`src/rtl/id_ex_skid_reg.sv`:
```
// ID->EX pipeline register with a 2-entry skid buffer, flush and
// saturating stall/flush counters.
module id_ex_skid_reg #(
  parameter int                 INSTR_W   = 32,
  parameter int                 PC_W      = 32,
  parameter logic [INSTR_W-1:0] NOP_INSTR = {INSTR_W{1'b0}},
  parameter int                 CNT_W     = 16
) (
  input  logic               clk,
  input  logic               reset,
  input  logic               in_valid,
  output logic               in_ready,
  input  logic [INSTR_W-1:0] instr_in,
  input  logic [PC_W-1:0]    pc_in,
  input  logic               flush,
  output logic               out_valid,
  input  logic               out_ready,
  output logic [INSTR_W-1:0] instr_out,
  output logic [PC_W-1:0]    pc_out,
  output logic [CNT_W-1:0]   stall_cnt,
  output logic [CNT_W-1:0]   flush_cnt
);

  typedef struct packed {
    logic               v;
    logic [INSTR_W-1:0] instr;
    logic [PC_W-1:0]    pc;
  } slot_t;

  localparam slot_t BUBBLE = '{
    v:     1'b0,
    instr: NOP_INSTR,
    pc:    {PC_W{1'b0}}
  };

  localparam logic [CNT_W-1:0] CNT_MAX = {CNT_W{1'b1}};

  slot_t main_q, main_d;
  slot_t skid_q, skid_d;
  slot_t in_s;

  logic acc, drain;
  logic do_load, do_shift, do_hold;

  logic [CNT_W-1:0] stall_q, flush_q;

  assign in_s      = '{v: 1'b1, instr: instr_in, pc: pc_in};
  assign in_ready  = ~skid_q.v;
  assign out_valid = main_q.v;
  assign instr_out = main_q.instr;
  assign pc_out    = main_q.pc;
  assign stall_cnt = stall_q;
  assign flush_cnt = flush_q;

  assign acc   = in_valid & in_ready;
  assign drain = main_q.v & out_ready;

  // Mutually exclusive so the decoder below stays one-hot.
  assign do_load  = ~flush & (~main_q.v | (drain & ~skid_q.v));
  assign do_shift = ~flush & drain & skid_q.v;
  assign do_hold  = ~flush & main_q.v & ~drain;

  always_comb begin
    main_d = main_q;
    skid_d = skid_q;
    unique case (1'b1)
      flush: begin
        main_d = BUBBLE;
        skid_d = BUBBLE;
      end
      do_load: begin
        main_d = acc ? in_s : BUBBLE;
      end
      do_shift: begin
        main_d = skid_q;
        skid_d = acc ? in_s : BUBBLE;
      end
      do_hold: begin
        if (acc) skid_d = in_s;
      end
      default: begin
        main_d = main_q;
        skid_d = skid_q;
      end
    endcase
  end

  always_ff @(posedge clk or negedge reset) begin
    if (!reset) begin
      main_q <= BUBBLE;
      skid_q <= BUBBLE;
    end else begin
      main_q <= main_d;
      skid_q <= skid_d;
    end
  end

  always_ff @(posedge clk or negedge reset) begin
    if (!reset) begin
      stall_q <= '0;
      flush_q <= '0;
    end else begin
      if (main_q.v && !out_ready && stall_q != CNT_MAX)
        stall_q <= stall_q + CNT_W'(1);
      if (flush && flush_q != CNT_MAX)
        flush_q <= flush_q + CNT_W'(1);
    end
  end

endmodule

```
`config.mk`:
```
export PLATFORM = sky130hd
export DESIGN_NAME = id_ex_skid_reg
export DESIGN_NICKNAME = d
export VERILOG_FILES = /design/src/rtl/id_ex_skid_reg.sv
export SDC_FILE = /design/constraint.sdc
export NUM_CORES = 1
export LEC_CHECK = 0
export BUFFER_PORTS_ARGS = -buffer_cell sky130_fd_sc_hd__clkbuf_2
export CORE_UTILIZATION = 48
export CTS_CLUSTER_DIAMETER = 40
export DETAILED_ROUTE_END_ITERATION = 16
export PLACE_DENSITY = 0.71
export SYNTH_ARGS = -nofsm -noshare
export SYNTH_HDL_FRONTEND = slang
export SYNTH_SLANG_ARGS = --single-unit
```
`constraint.sdc`:
```
create_clock -name clk -period 1.7 [get_ports clk]
set_clock_uncertainty 0.15 [all_clocks]
set_input_delay 0 -clock clk [delete_from_list [all_inputs] [get_ports clk]]
set_output_delay 0 -clock clk [all_outputs]
set_load 0.01 [all_outputs]
```
### Word-level counts from Yosys, hierarchy flattened

Cells that the tools add are included.
W data, S select, Z words.

* multiplexer cells: 4
* add/sub/neg operators: 2
* bitwise logic cells: 13
* reduce and logical (&&, ||, !) cells: 7
* eq/ne operators: 3

Operators with widths (count)
* $pmux W65 S3: 2
* $mux W65: 2
* $add A16 B1 Y16 const B: 2
* $ne A16 B16 Y1 const B: 2
* $and A1 B1 Y1: 8
* $reduce_bool A3 Y1: 2
* $not A1 Y1: 4
* $logic_and A1 B1 Y1: 3
* $ne A2 B2 Y1 const B: 1
* $reduce_and A2 Y1: 1
* $logic_not A1 Y1: 1
* $or A1 B1 Y1: 1

* register bits after elaboration: 162
* word-level logic and storage cells: 37

### Longest topological paths before layout

* depth after elaboration: 5
* depth in mapped cells: 7

### Worst setup path after synthesis

No wires, ideal clock.

* path type: register to register
* start point: reg flush_q[0], in the netlist flush_cnt[0]
* end point: reg flush_q[1], in the netlist flush_cnt[1]
* required time: 1.422 ns
* slack: -0.211 ns
* path buffers: 1
* data arrival time: 1.633 ns
* cell stages (with the launch flop): 6
* setup time: 0.128 ns
* period minus slack after synthesis: 1.911 ns
* path through: dfrtp_1 > ha_1 > nand4_1 > o41a_1 > buf_2 > mux2_1

* cells in the longest elaborated chain, start to end: 2
* elaborated cells on any way between the ends: 3
* classes of those cells: 1 x add/sub; 1 x eq/ne; 1 x reduce/logical

RTL lines
* start, declared: line 45 `logic [CNT_W-1:0] stall_q, flush_q;`
* start signal, assigned: line 106 `flush_q <= flush_q + CNT_W'(1);`
* branches (longest 2 deep; another with $add A16 B1 Y16)

Several ways; the timed one is not identified.
A chain may end at the register's enable or synchronous reset.

### Worst setup path in the final report

* start point: reg main_q, in the netlist out_valid
* end point: reg stall_q[13], in the netlist stall_cnt[13]

* cells in the longest elaborated chain, start to end: 2

RTL lines
* start, declared: line 38 `slot_t main_q, main_d;`
* start signal, assigned: line 93 `main_q <= main_d;`
* $logic_and A1 B1 Y1 (2 in a row): line 103 `if (main_q.v && !out_ready && stall_q != CNT_MAX)`
* end signal, assigned: line 104 `stall_q <= stall_q + CNT_W'(1);`
* end, declared: line 45

No other way between the ends.

==> impl_summary.log <==
[metrics] syn avg cell area: 11.1 um2
[metrics] Die X-Extent: 123 um
[metrics] power spent charging and discharging nets: 2.82 mW
[metrics] share of flip-flops with an asynchronous set or reset: 100%
[metrics] TritonCTS clock tree: built
[metrics] number of max-slew violations in the final report: 0
[metrics] post-route antenna net violation count: 0
[metrics] remaining design rule violation count: 0
[metrics] post-placement cell area: 0.00845 mm2
[metrics] die footprint: 0.0152 mm2
[metrics] worst min-delay path category: in2reg
[metrics] final hold violation count: 0
[metrics] Util after Layout: 77.5%
[metrics] top post-synthesis cells by area: dfrtp_1, a222oi_1, mux2i_1
[metrics] top-area cell type share of the netlist area: 57.5%
[metrics] grt total ovfl: 0
[metrics] die boundary height: 123 um
[metrics] Final period util: 110%
[metrics] tightest slew margin relative to the limit: 64.8%
[metrics] R2R depth: 5
[metrics] Power Density: 998 mW/mm2
[metrics] Root Driver: clkbuf_16
[metrics] wire length of the first global-routing pass: 30,300 um
[metrics] Yosys Warn Count: 0
[metrics] most used flip-flop cell after synthesis: dfrtp_1
[metrics] Hold Crit Depth: 4
[metrics] Distinct cells, synth: 40
[metrics] length of the first detailed-routing pass in iterations: 6
[metrics] count of clock tree sinks: 162
[metrics] max-cap check violation count: 0
[metrics] launching point of the worst reg2reg path: out_valid
[metrics] critical path's slowest cell: or4_4
[metrics] longest individual stage delay on the worst path: 0.59 ns
[metrics] number of placement rows: 43
[metrics] series of cell instances along the critical path: buf_4, nand4b_1, or4_4, nor3_4, xor2_1
[metrics] clk buf depth: 2
[metrics] global routing usage summed across all routing layers: 26.1%
[metrics] fillers: 853
[metrics] synthesized netlist net count: 708
[metrics] GP Congestion: 0.825
[metrics] maximum vdd drop: 717 uV
[metrics] Seq cells post-synth: 162
[metrics] CTS clock-pin slew for the worst setup and hold paths: 0.06 ns
[metrics] CP startpoint kind: flip-flop
[metrics] half-perimeter wire length after detailed placement: 11,200 um
[metrics] minimum setup slack in the final design: -0.162 ns
[metrics] Iteration-0 DRC Markers: 767
[metrics] summed area of non-filler cells in the final layout: 0.0109 mm2
[metrics] post-synth top area cell: dfrtp_1
[metrics] transition time at the pin with the least slew margin: 0.527 ns
[metrics] layout overhead on the synthesized area: 55.1%
[metrics] Seq/Total Area, Yosys: 57.5%
[metrics] combinational share of power: 18.4%
[metrics] Total Power: 10.9 mW
[metrics] slack of the worst reg-to-reg path: -0.16 ns
[metrics] share of total power consumed by net switching: 25.9%
[metrics] average wire per cell in the routed design: 20.6 um
[metrics] CP Data Required Time: 1.91 ns
[metrics] Setup Crit Path Kind: reg2reg
[metrics] endpoint with the worst hold slack: out_valid
[metrics] average vias per placed instance: 5.68
[metrics] Worst Setup End Kind: flip-flop
[metrics] highest net fanout along the worst path: 3
[metrics] clock power share: 41.5%
[metrics] later-pin clock latency in the skew report: 0.43 ns
[metrics] count of vias placed by the detailed router: 6,542
[metrics] number of primary I/O pins: 167
[metrics] initial core utilization: 50.0%
[metrics] highest clock rate: 537 MHz
[metrics] violations in the final reports: negative setup slack
[metrics] Floorplan Core Area: 0.0141 mm2
[metrics] number of standard cells after synthesis: 637
[metrics] final hold slack: 0.166 ns
[metrics] number of flops mapped to enable cells by yosys: 0
[metrics] vias in the first global route: 6,252
[metrics] CTS H-tree lvls: 4
[metrics] WP data arrival: 2.07 ns
[metrics] share of cells above drive strength 1: 35.5%
[metrics] leading cell type by number of instances after synthesis: dfrtp_1
[metrics] largest net degree at the start of global routing: 66
[metrics] IO Port Bufs: 166
[metrics] initial antenna violation count: 0
[metrics] startpoint of the most critical hold path: out_ready
[metrics] number of CTS-inserted buffers: 17
[metrics] setup repair after global routing missed its margin: yes
[metrics] leakage power figure: 5.79 nW
[metrics] Synth top cells by count: dfrtp_1, inv_1, nand2_1, a222oi_1, mux2i_1
[metrics] area of the mapped netlist: 0.00705 mm2
[metrics] sequential cell fraction of total power: 40.1%
[metrics] total detailed-routing wirelength: 23,800 um
[metrics] shortest clock period the worst path allows after layout: 1.86 ns
[metrics] run status: finished with violations
[metrics] final-stage net count: 1,029
[metrics] internal power: 8.08 mW
[metrics] final setup vio count: 31
[metrics] r2r endpoint: stall_cnt[13]
==> worst max path at each step <==
stage                    end         start  cells after the start  slack (ns)
6_report       stall_cnt[13]     out_valid                      5       -0.16
2_1_floorplan  stall_cnt[10]  stall_cnt[0]                      6       -0.15
5_1_grt         stall_cnt[1]  stall_cnt[0]                      6       -0.24
3_5_place_dp    stall_cnt[3]  stall_cnt[0]                      6       -0.12
4_1_cts         flush_cnt[1]  flush_cnt[0]                      4       -0.08
3_3_place_gp    flush_cnt[1]  flush_cnt[1]                      4       0.008
==> kinds of logic (layout without fill, tap and decap cells) <==
family / count (synthesis) / in the layout / synth area share (%)
multiplexers: 67 / 67 / 9.57
AND/OR/NAND/NOR: 137 / 137 / 9.52
other: 0 / 1 / 0
flip-flops: 162 / 162 / 57.5
XOR/XNOR: 28 / 28 / 3.48
adder cells (fa/ha/maj): 2 / 2 / 0.355
AO/OA/AOI/OAI: 73 / 75 / 10.0
buffers and inverters: 168 / 500 / 9.55
==> power groups by stage <==
| stage | clock [mW] | combinational [mW] | sequential, mW |
|---|---|---|---|
| after floorplan | 0 | 0.507 | 4.50 |
| after global placement | 0 | 1.35 | 4.36 |
| after detailed placement | 0 | 1.40 | 4.38 |
| after global routing | 4.72 | 2.13 | 4.39 |
| after CTS | 4.52 | 1.65 | 4.33 |
| final | 4.53 | 2.01 | 4.37 |
==> cell type report <==
type / instances / area, um2 / area share [%]
sequential: 162 / 4060 / 37.1
timing repair buffer: 338 / 2820 / 25.8
multi-input combinational: 309 / 2650 / 24.3
inverter: 130 / 488 / 4.46
clock buffer: 23 / 458 / 4.19
clock inverter: 9 / 226 / 2.07
tap: 180 / 225 / 2.06
antenna: 1 / 2.50 / 0.0229
==> sequential cells by signal, indices dropped and copies added (netlist names) <==
name / flops
skid_q: 65
flush_cnt: 16
instr_out: 32
out_valid: 1
stall_cnt: 16
pc_out: 32
==> critical path, delay by kind of cell, from the launching register on <==
kind          cells  cell delay (ns)
simple gates      3             0.95
flops             1             0.41
xor+xnor          1             0.15
buf+inv           1             0.13
==> per-stage QoR <==
| stage | cells | worst slack (ns) | TNS [ns] |
|---|---|---|---|
| floorplan | 637 | -0.146 | -1.53 |
| global placement | 995 | 0.00833 | 0 |
| detailed placement | 995 | -0.118 | -1.38 |
| CTS | 1103 | -0.0759 | -0.576 |
| global route | 1151 | -0.237 | -5.43 |
| finish | 1152 | -0.162 | -2.09 |
==> cell usage in the layout (no fill, tap or decap), drive strengths merged, types with 2 or more instances in the layout <==
master	synthesis	final
or4	2	2
a21o	1	3
nor3b	2	2
inv	130	130
a222oi	64	64
o21ai	2	2
nand3	9	9
mux2	3	3
nor3	8	8
clkbuf	14	203
nor2	6	6
nand4	15	15
xnor2	11	11
nand2	76	76
nor4	7	7
nand2b	4	4
dfrtp	162	162
dlygate4sd3	0	68
ha	2	2
buf	24	89
and4	2	2
xor2	17	17
mux2i	64	64
bufinv	0	7
and3	2	2
==> layer usage <==
metal	vias up	wire length, um	track usage [%]
li1	2855	-	-
met1	3323	9480	31.2
met2	313	12300	44.1
met3	51	1460	7.52
met4	0	543	10.8
met5	-	0	0
==> repair_timing <==
| action | in CTS | in global routing |
|---|---|---|
| resized for setup | 28 | 51 |
| hold endpoints to repair | 295 | 0 |
| setup endpoints to repair | 43 | 117 |
| buffers inserted | 6 | 26 |
| cloned | 1 | 27 |
| pin swaps | 14 | 48 |
| hold buffers | 69 | 0 |
(Power assumes the default switching activity.)
